$ cat src/rtl/rs_gf_pkg.sv
// Shared GF(2^M) arithmetic for the Reed-Solomon datapath: FSM state type,
// default primitive polynomials and a polynomial-basis multiply helper.
package rs_gf_pkg;

    typedef enum logic [1:0] {
        IDLE = 2'd0,
        CALC = 2'd1,
        DONE = 2'd2
    } gf_state_e;

    // Default primitive polynomials for the widths the decoder uses.
    localparam logic [6:0] GF_POLY_M6 = 7'h73;   // x^6+x^5+x^4+x+1
    localparam logic [8:0] GF_POLY_M8 = 9'h11D;  // x^8+x^4+x^3+x^2+1

    // Shift-and-add multiply with on-the-fly reduction. Sized for the widest
    // legal field (M=12); m and poly must be elaboration constants.
    function automatic logic [11:0] gf_mul(input logic [11:0] a,
                                           input logic [11:0] b,
                                           input int          m,
                                           input logic [12:0] poly);
        logic [12:0] aa;
        logic [12:0] top;
        logic [11:0] bb;
        logic [11:0] p;
        aa  = {1'b0, a};
        bb  = b;
        p   = '0;
        top = 13'd1 << m;
        for (int i = 0; i < 12; i++) begin
            if (i < m) begin
                if (bb[0]) p ^= aa[11:0];
                bb = bb >> 1;
                aa = aa << 1;
                if ((aa & top) != '0) aa ^= poly;
            end
        end
        return p;
    endfunction

endpackage

$ cat src/rtl/rs_gf_mul.sv
// Combinational GF(2^M) multiplier, polynomial basis, reduced modulo POLY.
// Used both as a squarer (A == B) and as a general multiplier.
module rs_gf_mul
    import rs_gf_pkg::*;
#(
    parameter int         M    = 6,
    parameter logic [M:0] POLY = GF_POLY_M6
) (
    input  logic [M-1:0] A,
    input  logic [M-1:0] B,
    output logic [M-1:0] P
);

    assign P = M'(gf_mul(12'(A), 12'(B), M, 13'(POLY)));

endmodule

$ cat src/rtl/rs_gf_inv_seq.sv
// Sequential GF(2^M) inverter: R = B^(2^M-2) computed as the product
// B^2 * B^4 * ... * B^(2^(M-1)), one square-and-multiply per enabled cycle.
// Valid/ready on both sides; a DONE result can hand off to the next operand
// in the same edge so a streaming source sees no bubble.
module rs_gf_inv_seq
    import rs_gf_pkg::*;
#(
    parameter int         M    = 6,
    parameter logic [M:0] POLY = GF_POLY_M6
) (
    input  logic         CLK,
    input  logic         RESET,
    input  logic         enable,
    input  logic         in_valid,
    output logic         in_ready,
    input  logic [M-1:0] B,
    output logic         out_valid,
    input  logic         out_ready,
    output logic [M-1:0] R,
    output logic         R_zero,
    output logic         busy
);

    localparam int CW = $clog2(M);

    gf_state_e      state_q, state_d;
    logic [M-1:0]   sq_q, sq_d;
    logic [M-1:0]   acc_q, acc_d;
    logic [CW-1:0]  cnt_q, cnt_d;
    logic           zflag_q, zflag_d;
    logic [M-1:0]   r_q, r_d;
    logic           rz_q, rz_d;
    logic           ov_q, ov_d;

    logic [M-1:0]   sq2;
    logic [M-1:0]   prod;

    // t = sq^2, then acc*t for the running product
    rs_gf_mul #(.M(M), .POLY(POLY)) u_sqr (.A(sq_q),  .B(sq_q), .P(sq2));
    rs_gf_mul #(.M(M), .POLY(POLY)) u_mul (.A(acc_q), .B(sq2),  .P(prod));

    assign in_ready  = (state_q == IDLE) | ((state_q == DONE) & out_ready);
    assign busy      = (state_q == CALC);
    assign out_valid = ov_q;
    assign R         = r_q;
    assign R_zero    = rz_q;

    // Next-state: load on accept, square-and-multiply in CALC, hand off in DONE
    always_comb begin
        state_d = state_q;
        sq_d    = sq_q;
        acc_d   = acc_q;
        cnt_d   = cnt_q;
        zflag_d = zflag_q;
        r_d     = r_q;
        rz_d    = rz_q;
        ov_d    = ov_q;

        // Accepting a new operand looks the same from IDLE or DONE.
        if (in_valid && in_ready) begin
            sq_d    = B;
            acc_d   = M'(1);
            cnt_d   = CW'(M - 1);
            zflag_d = (B == '0);
            state_d = CALC;
            ov_d    = 1'b0;
        end else begin
            unique case (state_q)
                CALC: begin
                    sq_d  = sq2;
                    acc_d = prod;
                    cnt_d = cnt_q - 1'b1;
                    if (cnt_q == CW'(1)) begin
                        state_d = DONE;
                        r_d     = prod;
                        rz_d    = zflag_q;
                        ov_d    = 1'b1;
                    end
                end
                DONE: begin
                    if (out_ready) begin
                        state_d = IDLE;
                        ov_d    = 1'b0;
                    end
                end
                default: ;
            endcase
        end
    end

    // State registers; everything freezes while enable is low
    always_ff @(posedge CLK or negedge RESET) begin
        if (!RESET) begin
            state_q <= IDLE;
            sq_q    <= '0;
            acc_q   <= '0;
            cnt_q   <= '0;
            zflag_q <= 1'b0;
            r_q     <= '0;
            rz_q    <= 1'b0;
            ov_q    <= 1'b0;
        end else if (enable) begin
            state_q <= state_d;
            sq_q    <= sq_d;
            acc_q   <= acc_d;
            cnt_q   <= cnt_d;
            zflag_q <= zflag_d;
            r_q     <= r_d;
            rz_q    <= rz_d;
            ov_q    <= ov_d;
        end
    end

endmodule

$ cat config.mk
export PLATFORM = sky130hd
export DESIGN_NAME = rs_gf_inv_seq
export DESIGN_NICKNAME = d
export VERILOG_FILES = /design/src/rtl/rs_gf_pkg.sv /design/src/rtl/rs_gf_mul.sv /design/src/rtl/rs_gf_inv_seq.sv
export SDC_FILE = /design/constraint.sdc
export NUM_CORES = 1
export LEC_CHECK = 0
export BUFFER_PORTS_ARGS = -buffer_cell sky130_fd_sc_hd__buf_2
export CORE_ASPECT_RATIO = 0.5
export CORE_MARGIN = 10
export CORE_UTILIZATION = 30
export CTS_BUF_LIST = sky130_fd_sc_hd__clkbuf_8 sky130_fd_sc_hd__clkbuf_16
export DETAILED_ROUTE_END_ITERATION = 7
export SYNTH_ARGS = -nofsm -noshare
export SYNTH_HDL_FRONTEND = slang
export SYNTH_SLANG_ARGS = --single-unit
$ cat constraint.sdc
create_clock -name CLK -period 3.56 [get_ports CLK]
set_input_delay 0.178 -clock CLK [delete_from_list [all_inputs] [get_ports CLK]]
set_output_delay 0.178 -clock CLK [all_outputs]
set_load 0.01 [all_outputs]
==> impl_results.md, run 1 <==
- Run status: finished, final reports clean
- Fin crit period: 3.22 ns
- Synth async-reset ratio: 100%
- Startpoint Class: flop
- Htree depth: 1
- Post-synthesis cell count: 293
- Yosys warning count: 0
- Synth top area cells: dfrtp_1 26%, xnor2_1 7.3%, nand2_1 5.3%
- Slew Limit Fails: 0
- Area grow syn2layout: 12.2%
- Vias: 2,285
- Max clock buf depth: 2
- DRT Pass-1 Iters: 4
- Die area: 12,200 um2
- DRC: 0
- Final HPWL DP: 5250 um
- Initial DRC count: 158
- Synth unique cells: 62
- Final TNS setup: 0 ns
- Io pins: 21
- Place WS: 0.391 ns
- Max-Cap Viols: 0
- Later-pin clock latency in the skew report: 0.27 ns
- Crit path kind: reg2reg
- GRT Overall Usage: 11.0%
- DP Area: 2610 um2
- Global placement routability congestion: 0.917
- Final WS setup: 0.342 ns
- Port Buffer Count: 20
- Layout Skew: 0.00392 ns
- Final Cell Area: 2700 um2
- FF+latch count, synth: 25
- RSZ-0062 raised after global routing: no
- Slew @ Worst Pin: 0.673 ns
- Fmax: 311 MHz
- # nets final: 325
- Post-CTS Setup Repair Bufs: 0
- Syn Area/Cell: 8.20 um2
- CP Capture Type: flop
- Final ANT Viol Nets: 0
- Syn nets: 311
- Final period util: 90.4%
- Post-synth top flop: dfrtp_1
- CTS sink cnt: 25
- CTS Root Buffer Type: clkbuf_16
- Ant. Diodes: 0
- Crit-path cells: ha_1, xnor3_1, or3_1, and2_1, a311o_1, a21oi_1, a211o_1, nand3_1
- Mapped Area: 2400 um2
- Commonest non-fill, non-tap cell in the layout: nand2_1
- Layout cell share with drive strength beyond 1: 14.4%
- CP max stage delay: 0.49 ns
- Die height: 83.3 um
- CTS tree: yes
- Final WL: 6870 um
- Hold WC Path Type: in2reg
- Global-route wire length before repair: 11,500 um
- Clk pin slew, worst setup/hold paths: 0.07 ns
- Avg WL per Cell: 16.6 um
- Initial antenna violation count: 0
- Final Hold Fails: 0
- Vias in the first global route: 2,152
- TritonCTS buffer count: 3
- Number of enable flip-flop cells after synthesis: 0
- Commonest non-fill, non-tap cells in the layout: 34 x nand2_1, 25 x dfrtp_1, 21 x nor2_1, 21 x a21oi_1
- Die W: 147 um
- Fin util: 35.8%
- Share of the synthesized area in the top cell type: 26.0%
- Final setup fails: 0
- Largest net degree at the start of global routing: 26
- Crit-path max FO: 10
- Relative slew slack: 54.7%
- Initial Util: 31.9%
- Worst Path Arrival: 3.37 ns
- Crit-path slowest cell: dfrtp_1
- Row count: 22
- Post-synth top area cell: dfrtp_1
- WP data required: 3.71 ns
- PostCTS Resize Cnt: 0
- Total grt overflow: 0
- Register area share after synthesis: 26.0%
- Core area: 7540 um2
- Post-CTS Hold Buffers: 1
- DR vias/cell: 5.52
cell type report:
cell class,instances,area [um2]
inverters,9,33.8
multi-input cells,239,1650
well taps,108,135
flip-flops and latches,25,626
repair buffers,29,170
clock inverters,1,7.51
fillers,808,4840
clock buffers,3,75.1
stage by stage:
step	hold WS [ns]	instances
after floorplan	-0.118	293
final	0.109	414
after CTS	0.115	414
after detailed placement	0.234	409
after global routing	0.131	414
after global placement	0.224	409
metal layers:
metal / GRT usage [%] / vias to the layer above / share of wire [%] / routed length (um)
li1: - / 1094 / - / -
met1: 15.5 / 1124 / 47 / 3260
met2: 17.3 / 61 / 46 / 3140
met3: 1.52 / 6 / 5.9 / 408
met4: 2.69 / 0 / 0.84 / 58
met5: 0 / - / 0 / 0
flip-flops by register name, indices dropped and copies added (netlist names):
| signal | flops |
|---|---|
| out_valid | 1 |
| acc_q | 6 |
| state_q | 1 |
| zflag_q | 1 |
| sq_q | 6 |
| R | 6 |
| R_zero | 1 |
| cnt_q | 3 |
cell families after synthesis:
kind of cell / after synthesis / synth area share, %
AO/OA/AOI/OAI: 99 / 28.3
AND/OR/NAND/NOR: 95 / 18.9
XOR/XNOR: 36 / 16.9
buffers and inverters: 29 / 5.31
flip-flops: 25 / 26.0
adder cells (fa/ha/maj): 7 / 3.64
multiplexers: 2 / 0.885
final timing paths:
| path | startpoint | end | slack [ns] | depth (start not counted) |
|---|---|---|---|---|
| min in group asynchronous | RESET | out_valid | 0.46 | 2 |
| max | sq_q[0] | acc_q[1] | 0.34 | 8 |
| max reg2reg | sq_q[0] | acc_q[1] | 0.34 | 8 |
| min | B[3] | zflag_q | 0.11 | 2 |
| min reg2reg | R_zero | R_zero | 0.48 | 2 |
| max in group asynchronous | RESET | R[0] | 2.70 | 2 |
critical path, delay by kind of cell (launching register included):
family,cells,cell delay (ns)
simple gates,3,0.82
flops,1,0.49
compound gates,3,0.86
xor+xnor,1,0.47
fa+ha+maj,1,0.47
cell usage after synthesis (3+ instances only):
library cell  number
nor2_1            21
nand2_1           34
xor2_1             9
o22ai_1            7
and2_1             3
xnor3_1            5
a211o_1            6
nand3_1           14
a21oi_1           21
o211ai_1           5
o221ai_1           3
a211oi_1           7
or2_2              3
ha_1               7
buf_2              6
nand4_1            3
clkbuf_1          12
dfrtp_1           25
o21ai_0           17
or4_1              3
xnor2_1           20
inv_1              8
Power of run 1 is not shown: default switching activity piles up to over one toggle a cycle in this logic, so the estimate is an artifact.
==> inputs of run 2 (changes only) <==
--- a/config.mk
+++ b/config.mk
@@ -13,4 +13,5 @@
 export DETAILED_ROUTE_END_ITERATION = 7
 export SYNTH_ARGS = -nofsm -noshare
 export SYNTH_HDL_FRONTEND = slang
+export SYNTH_HIERARCHICAL = 1
 export SYNTH_SLANG_ARGS = --single-unit
==> run 2 against run 1 <==
Against the previous run: via count decreased by 5.2%; critical endpoint is now R[5]; core utilization decreased by 1.2 points; wire length decreased by 12%; register-to-register slack about the same; first-iteration DRC count increased by 30%.
==> impl_results.md, run 2 <==
- Die W: 155 um (was 147 um)
- Synth unique cells: 45 (was 62)
- Crit-path max FO: 16 (was 10)
- Layout cell share with drive strength beyond 1: 18.1% (was 14.4%)
- Ant. Diodes: 0 (unchanged)
- Largest net degree at the start of global routing: 26 (unchanged)
- DR vias/cell: 4.89 (was 5.52)
- CP Capture Type: flop (unchanged)
- FF+latch count, synth: 25 (unchanged)
- Die area: 13,500 um2 (was 12,200 um2)
- Number of enable flip-flop cells after synthesis: 0 (unchanged)
- XOR/XNOR Fraction of Synth Area: 27.3% (was 16.9%)
- Row count: 24 (was 22)
- Slew Limit Fails: 0 (unchanged)
- WL met1: 3120 um (was 3260 um)
- Commonest non-fill, non-tap cells in the layout: 51 x nand2_1, 42 x xnor2_1, 25 x dfrtp_1 (was 34 x nand2_1, 25 x dfrtp_1, 21 x nor2_1, 21 x a21oi_1)
- Final Hold Fails: 0 (unchanged)
- Slew @ Worst Pin: 0.692 ns (was 0.673 ns)
- Relative slew slack: 53.5% (was 54.7%)
- Later-pin clock latency in the skew report: 0.26 ns (was 0.27 ns)
- Syn nets: 332 (was 311)
- RSZ-0062 raised after global routing: no (unchanged)
- Commonest cells post-synth: 51 x nand2_1, 42 x xnor2_1, 25 x dfrtp_1 (was 34 x nand2_1, 25 x dfrtp_1, 21 x a21oi_1, 21 x nor2_1, 20 x xnor2_1)
- Synth async-reset ratio: 100% (unchanged)
- Port Buffer Count: 20 (unchanged)
- Fin crit period: 3.22 ns (about the same)
- Final WL: 6020 um (was 6870 um)
- Post-Place Cells: 438 (was 409)
- Syn Area/Cell: 8.64 um2 (was 8.20 um2)
- TritonCTS buffer count: 3 (unchanged)
- Register area share after synthesis: 23.0% (was 26.0%)
- PostCTS Resize Cnt: 0 (unchanged)
- Avg WL per Cell: 13.6 um (was 16.6 um)
- Hold WC Path Type: in2reg (unchanged)
- Share of the synthesized area in the top cell type: 23.0% (was 26.0%)
- Area grow syn2layout: 11.5% (was 12.2%)
- Run status: finished, final reports clean (unchanged)
- Global-route wire length before repair: 10,200 um (was 11,500 um)
- CTS sink cnt: 25 (unchanged)
- Post-synthesis cell count: 315 (was 293)
- Final HPWL DP: 4590 um (was 5250 um)
- Total grt overflow: 0 (unchanged)
- Final setup fails: 0 (unchanged)
- Routed length on met3: 123 um (was 408 um)
- DRC: 0 (unchanged)
- Yosys warning count: 6 (was 0)
- Layout Skew: 0.00624 ns (was 0.00392 ns)
- Startpoint Class: flop (unchanged)
- # nets final: 344 (was 325)
- Die height: 87.3 um (was 83.3 um)
- Global placement routability congestion: 0.842 (was 0.917)
- WL met2: 2730 um (was 3140 um)
- Io pins: 21 (unchanged)
- Commonest non-fill, non-tap cell in the layout: nand2_1 (unchanged)
- Clk pin slew, worst setup/hold paths: 0.07 ns (about the same)
- Final period util: 90.5% (was 90.4%)
- Fmax: 310 MHz (was 311 MHz)
- Compound-cell area share of the yosys netlist: 19.3% (was 28.3%)
- Synth top area cells: dfrtp_1 23%, xnor2_1 14%, nand2_1 7.0% (was dfrtp_1 26%, xnor2_1 7.3%, nand2_1 5.3%)
- Max-Cap Viols: 0 (unchanged)
- Worst Path Arrival: 3.37 ns (about the same)
- Largest family of logic cells by synthesized area: XOR/XNOR gates (was compound AO/OA/AOI/OAI gates)
- Multiplexer area fraction after synthesis: 4.74% (was 0.885%)
- Uppermost layer routed: met4 (unchanged)
- Most frequent cell after synthesis: nand2_1 (unchanged)
- Final TNS setup: 0 ns (unchanged)
- Post-synth top area cell: dfrtp_1 (unchanged)
- Mapped Area: 2720 um2 (was 2400 um2)
- CTS tree: yes (unchanged)
- Initial antenna violation count: 0 (unchanged)
- Core area: 8770 um2 (was 7540 um2)
- Initial Util: 31.0% (was 31.9%)
- Vias: 2,167 (was 2,285)
- WP data required: 3.71 ns (about the same)
- CTS Root Buffer Type: clkbuf_16 (unchanged)
- Htree depth: 1 (unchanged)
- Crit path kind: reg2reg (unchanged)
- Post-Synth Simple-Gate Area: 14.4% (was 18.9%)
- Max clock buf depth: 2 (unchanged)
- Post-Synth Adder-Cell Area: 2.76% (was 3.64%)
- Initial DRC count: 205 (was 158)
- Vias in the first global route: 2,039 (was 2,152)
- GRT Overall Usage: 8.69% (was 11.0%)
- Final ANT Viol Nets: 0 (unchanged)
- Post-synth top flop: dfrtp_1 (unchanged)
- Number of non-filler instances in the completed layout: 443 (was 414)
- DRT Pass-1 Iters: 4 (unchanged)
## run 2: changes by cell type in the layout (fill, tap and decap cells not counted), moves of 9 or more
cell      before  now
nand2_1       34   51
xnor2_1       20   42
nand2b_1       1   10
xor2_1         9   20
a21oi_1       21   11
nor2_1        21    4
## run 2: area by class of cell
cell class | instances | area [um2]
Tap cell | 117 | 146
Inverter | 17 | 88.8
Multi-Input combinational cell | 243 | 1860
Fill cell | 929 | 5730
Timing Repair Buffer | 37 | 230
Clock inverter | 1 | 5.00
Clock buffer | 3 | 75.1
Sequential cell | 25 | 626
## run 2: cell families after synthesis
family	after synthesis
muxes	12
AOI/OAI and AO/OA	69
and+or+nand+nor	84
adders and majority gates	6
buffers and inverters	47
DFF	25
xor gates and xnor gates	72
## run 2: timing repair
action | in CTS | in global routing
buffers inserted | 0 | 0
hold endpoints to repair | 25 | 0
hold buffers | 1 | 0
## run 2: worst max-delay path, cell delays in order (launching register included)
cell and delay (ns):
dfrtp_1 0.79, inv_12 0.01, xnor3_1 0.36, nand2_1 0.08, xnor3_1 0.39, xor2_1 0.52, nand2_1 0.11, xnor3_1 0.39
xor2_1 0.18, mux2_2 0.27
## run 2: routing by layer
layer	up-vias	track usage [%]
li1	1113	-
met1	1008	11.9
met2	42	14.8
met3	4	0.740
met4	0	1.36
met5	-	0
## run 2: path summary, 6_finish.rpt
check | from | end | slack [ns] | cells after the start
min | B[1] | zflag_q | 0.11 | 2
max | sq_q[0] | R[5] | 0.34 | 9
min in group asynchronous | RESET | R[3] | 0.43 | 2
min reg2reg | cnt_q[1] | cnt_q[1] | 0.50 | 1
max reg2reg | sq_q[0] | R[5] | 0.34 | 9
max in group asynchronous | RESET | cnt_q[2] | 2.76 | 2
## run 2: stage by stage
step	hold slack, ns	cell area [um2]	setup WS, ns	utilization (%)
after CTS	0.110	3030	0.312	34.6
after global routing	0.108	3030	0.0699	34.6
after floorplan	-0.118	2720	0.689	-
after global placement	0.212	2940	0.410	33.6
after detailed placement	0.202	2940	0.334	33.6
final	0.108	3030	0.339	34.6
Power of run 2 is left out for the same reason.
==> inputs of run 3 (changes only) <==
--- a/config.mk
+++ b/config.mk
@@ -8,7 +8,7 @@
 export BUFFER_PORTS_ARGS = -buffer_cell sky130_fd_sc_hd__buf_2
 export CORE_ASPECT_RATIO = 0.5
 export CORE_MARGIN = 10
-export CORE_UTILIZATION = 30
+export CORE_UTILIZATION = 45
 export CTS_BUF_LIST = sky130_fd_sc_hd__clkbuf_8 sky130_fd_sc_hd__clkbuf_16
 export DETAILED_ROUTE_END_ITERATION = 7
 export SYNTH_ARGS = -nofsm -noshare
==> run 3 against run 2 <==
Against the previous run: sequential cell count stayed put; count of clock-buffer cells in the layout stayed put; sequential share of layout area hardly changed; highest routed layer unchanged; critical endpoint is now R[0]; register-to-register slack better by 0.12 ns; die area is 28% lower; critical path depth is 2 higher; fmax is 4.0% higher; clock skew is 0.0034 ns lower; first-iteration DRC count is 17% lower; design area is 0.12% lower; final cell count is 9.0% lower; critical path type unchanged.
==> impl_results.md, run 3 (synthesis gave the netlist of run 2 again) <==
- Final ANT Viol Nets: 0 (unchanged)
- Final period util: 87.0% (was 90.5%)
- Port Buffer Count: 20 (unchanged)
- Core area: 5660 um2 (was 8770 um2)
- Ant. Diodes: 0 (unchanged)
- Initial DRC count: 171 (was 205)
- Fill cells: 539 (was 929)
- Hold EP: zflag_q (unchanged)
- Clk pin slew, worst setup/hold paths: 0.07 ns (about the same)
- Total grt overflow: 0 (unchanged)
- Max-Cap Viols: 0 (unchanged)
- Htree depth: 1 (unchanged)
- Die height: 75.0 um (was 87.3 um)
- Run status: finished, final reports clean (unchanged)
- Crit-path max FO: 9 (was 16)
- Global-route wire length before repair: 10,800 um (was 10,200 um)
- Initial antenna violation count: 0 (unchanged)
- Layout cell share with drive strength beyond 1: 19.7% (was 18.1%)
- Hold Path Stages: 2 (unchanged)
- Global placement routability congestion: 0.852 (was 0.842)
- Vias: 2,225 (was 2,167)
- Hold WC Path Type: in2reg (unchanged)
- # nets final: 348 (was 344)
- CP Capture Type: flop (unchanged)
- Slew Limit Fails: 0 (unchanged)
- DRC: 0 (unchanged)
- Vias in the first global route: 2,137 (was 2,039)
- DR vias/cell: 5.52 (was 4.89)
- GRT Overall Usage: 13.5% (was 8.69%)
- Startpoint Class: flop (unchanged)
- Layout Skew: 0.00289 ns (was 0.00624 ns)
- Post-CTS Setup Repair Bufs: 0 (unchanged)
- Row count: 19 (was 24)
- Final TNS setup: 0 ns (unchanged)
- Commonest non-fill, non-tap cells in the layout: 51 x nand2_1, 39 x xnor2_1, 25 x dfrtp_1 (was 51 x nand2_1, 42 x xnor2_1, 25 x dfrtp_1)
- Worst Path Arrival: 3.24 ns (was 3.37 ns)
- Fmax: 323 MHz (was 310 MHz)
- Max clock buf depth: 2 (unchanged)
- Commonest non-fill, non-tap cell in the layout: nand2_1 (unchanged)
- Initial Util: 48.1% (was 31.0%)
- WP data required: 3.71 ns (about the same)
- Flop2flop setup slack: 0.46 ns (was 0.34 ns)
- TritonCTS buffer count: 3 (unchanged)
- DRT Pass-1 Iters: 4 (unchanged)
- Reg2Reg Depth: 11 (was 9)
- RSZ-0062 raised after global routing: no (unchanged)
- Die area: 9750 um2 (was 13,500 um2)
- Relative slew slack: 50.4% (was 53.5%)
- Fin crit period: 3.10 ns (was 3.22 ns)
- Final setup fails: 0 (unchanged)
- Reg-to-reg critical path endpoint: R[0] (was R[5])
- Final HPWL DP: 4820 um (was 4590 um)
- Slew @ Worst Pin: 0.740 ns (was 0.692 ns)
- Avg WL per Cell: 15.8 um (was 13.6 um)
- Later-pin clock latency in the skew report: 0.26 ns (about the same)
- Largest net degree at the start of global routing: 26 (unchanged)
- Reg2reg start: sq_q[5] (was sq_q[0])
- Area grow syn2layout: 11.4% (was 11.5%)
- Worst hold start: B[1] (unchanged)
- CTS Root Buffer Type: clkbuf_16 (unchanged)
- Final Hold Fails: 0 (unchanged)
- Final WL: 6370 um (was 6020 um)
- CTS sink cnt: 25 (unchanged)
- CTS tree: yes (unchanged)
- Io pins: 21 (unchanged)
- Crit path kind: reg2reg (unchanged)
- Die W: 130 um (was 155 um)
==> run 3: metal layers <==
layer | share of wire (%) | GRT usage, % | vias up
li1 | - | - | 1114
met1 | 51 | 18.9 | 1059
met2 | 45 | 22.0 | 48
met3 | 3.8 | 1.82 | 4
met4 | 0.68 | 2.23 | 0
met5 | 0 | 0 | -
==> run 3: worst max-delay path by stage <==
stage / endpoint / cells after the start / slack [ns] / start
2_1_floorplan: R[3] / 11 / 0.69 / sq_q[1]
3_3_place_gp: R[2] / 11 / 0.19 / sq_q[5]
3_5_place_dp: R[2] / 11 / 0.19 / sq_q[5]
4_1_cts: R[2] / 11 / 0.16 / sq_q[5]
5_1_grt: acc_q[0] / 12 / 0.15 / sq_q[5]
6_report: R[0] / 11 / 0.46 / sq_q[5]
==> run 3: final cells by class <==
class	count	area, um2	area share (%)
Multi-Input combinational cell	243	1890	62.2
Sequential cell	25	626	20.6
Timing Repair Buffer	41	260	8.59
Tap cell	73	91.3	3.01
Inverter	17	88.8	2.93
Clock buffer	3	75.1	2.48
Clock inverter	1	3.75	0.124
==> run 3: worst max-delay path: stages, from the launching register on <==
cell and delay, ns:
dfrtp_1 0.52, xnor2_2 0.33, xnor2_1 0.18, nand2_1 0.10, xnor2_1 0.16, xnor2_2 0.52, nand2b_1 0.18, xnor2_1 0.16
a21oi_1 0.19, xor2_1 0.24, xnor2_1 0.12, mux2_2 0.27
==> run 3: per-stage QoR <==
step	setup slack, ns	std cells	util, %	hold WS [ns]	area [um2]
final	0.462	403	53.6	0.123	3030
after global routing	0.154	403	53.6	0.132	3030
after CTS	0.165	403	53.2	0.118	3010
after detailed placement	0.185	398	51.6	0.220	2920
after global placement	0.188	398	51.6	0.210	2920
after floorplan	0.689	315	-	-0.118	2720
==> run 3: what timing repair did <==
item,in CTS,in global routing
hold buffers,1,0
gates resized for setup,0,3
endpoints found under the hold margin,25,0
setup endpoints to repair,0,9
Power of run 3 is left out for the same reason.
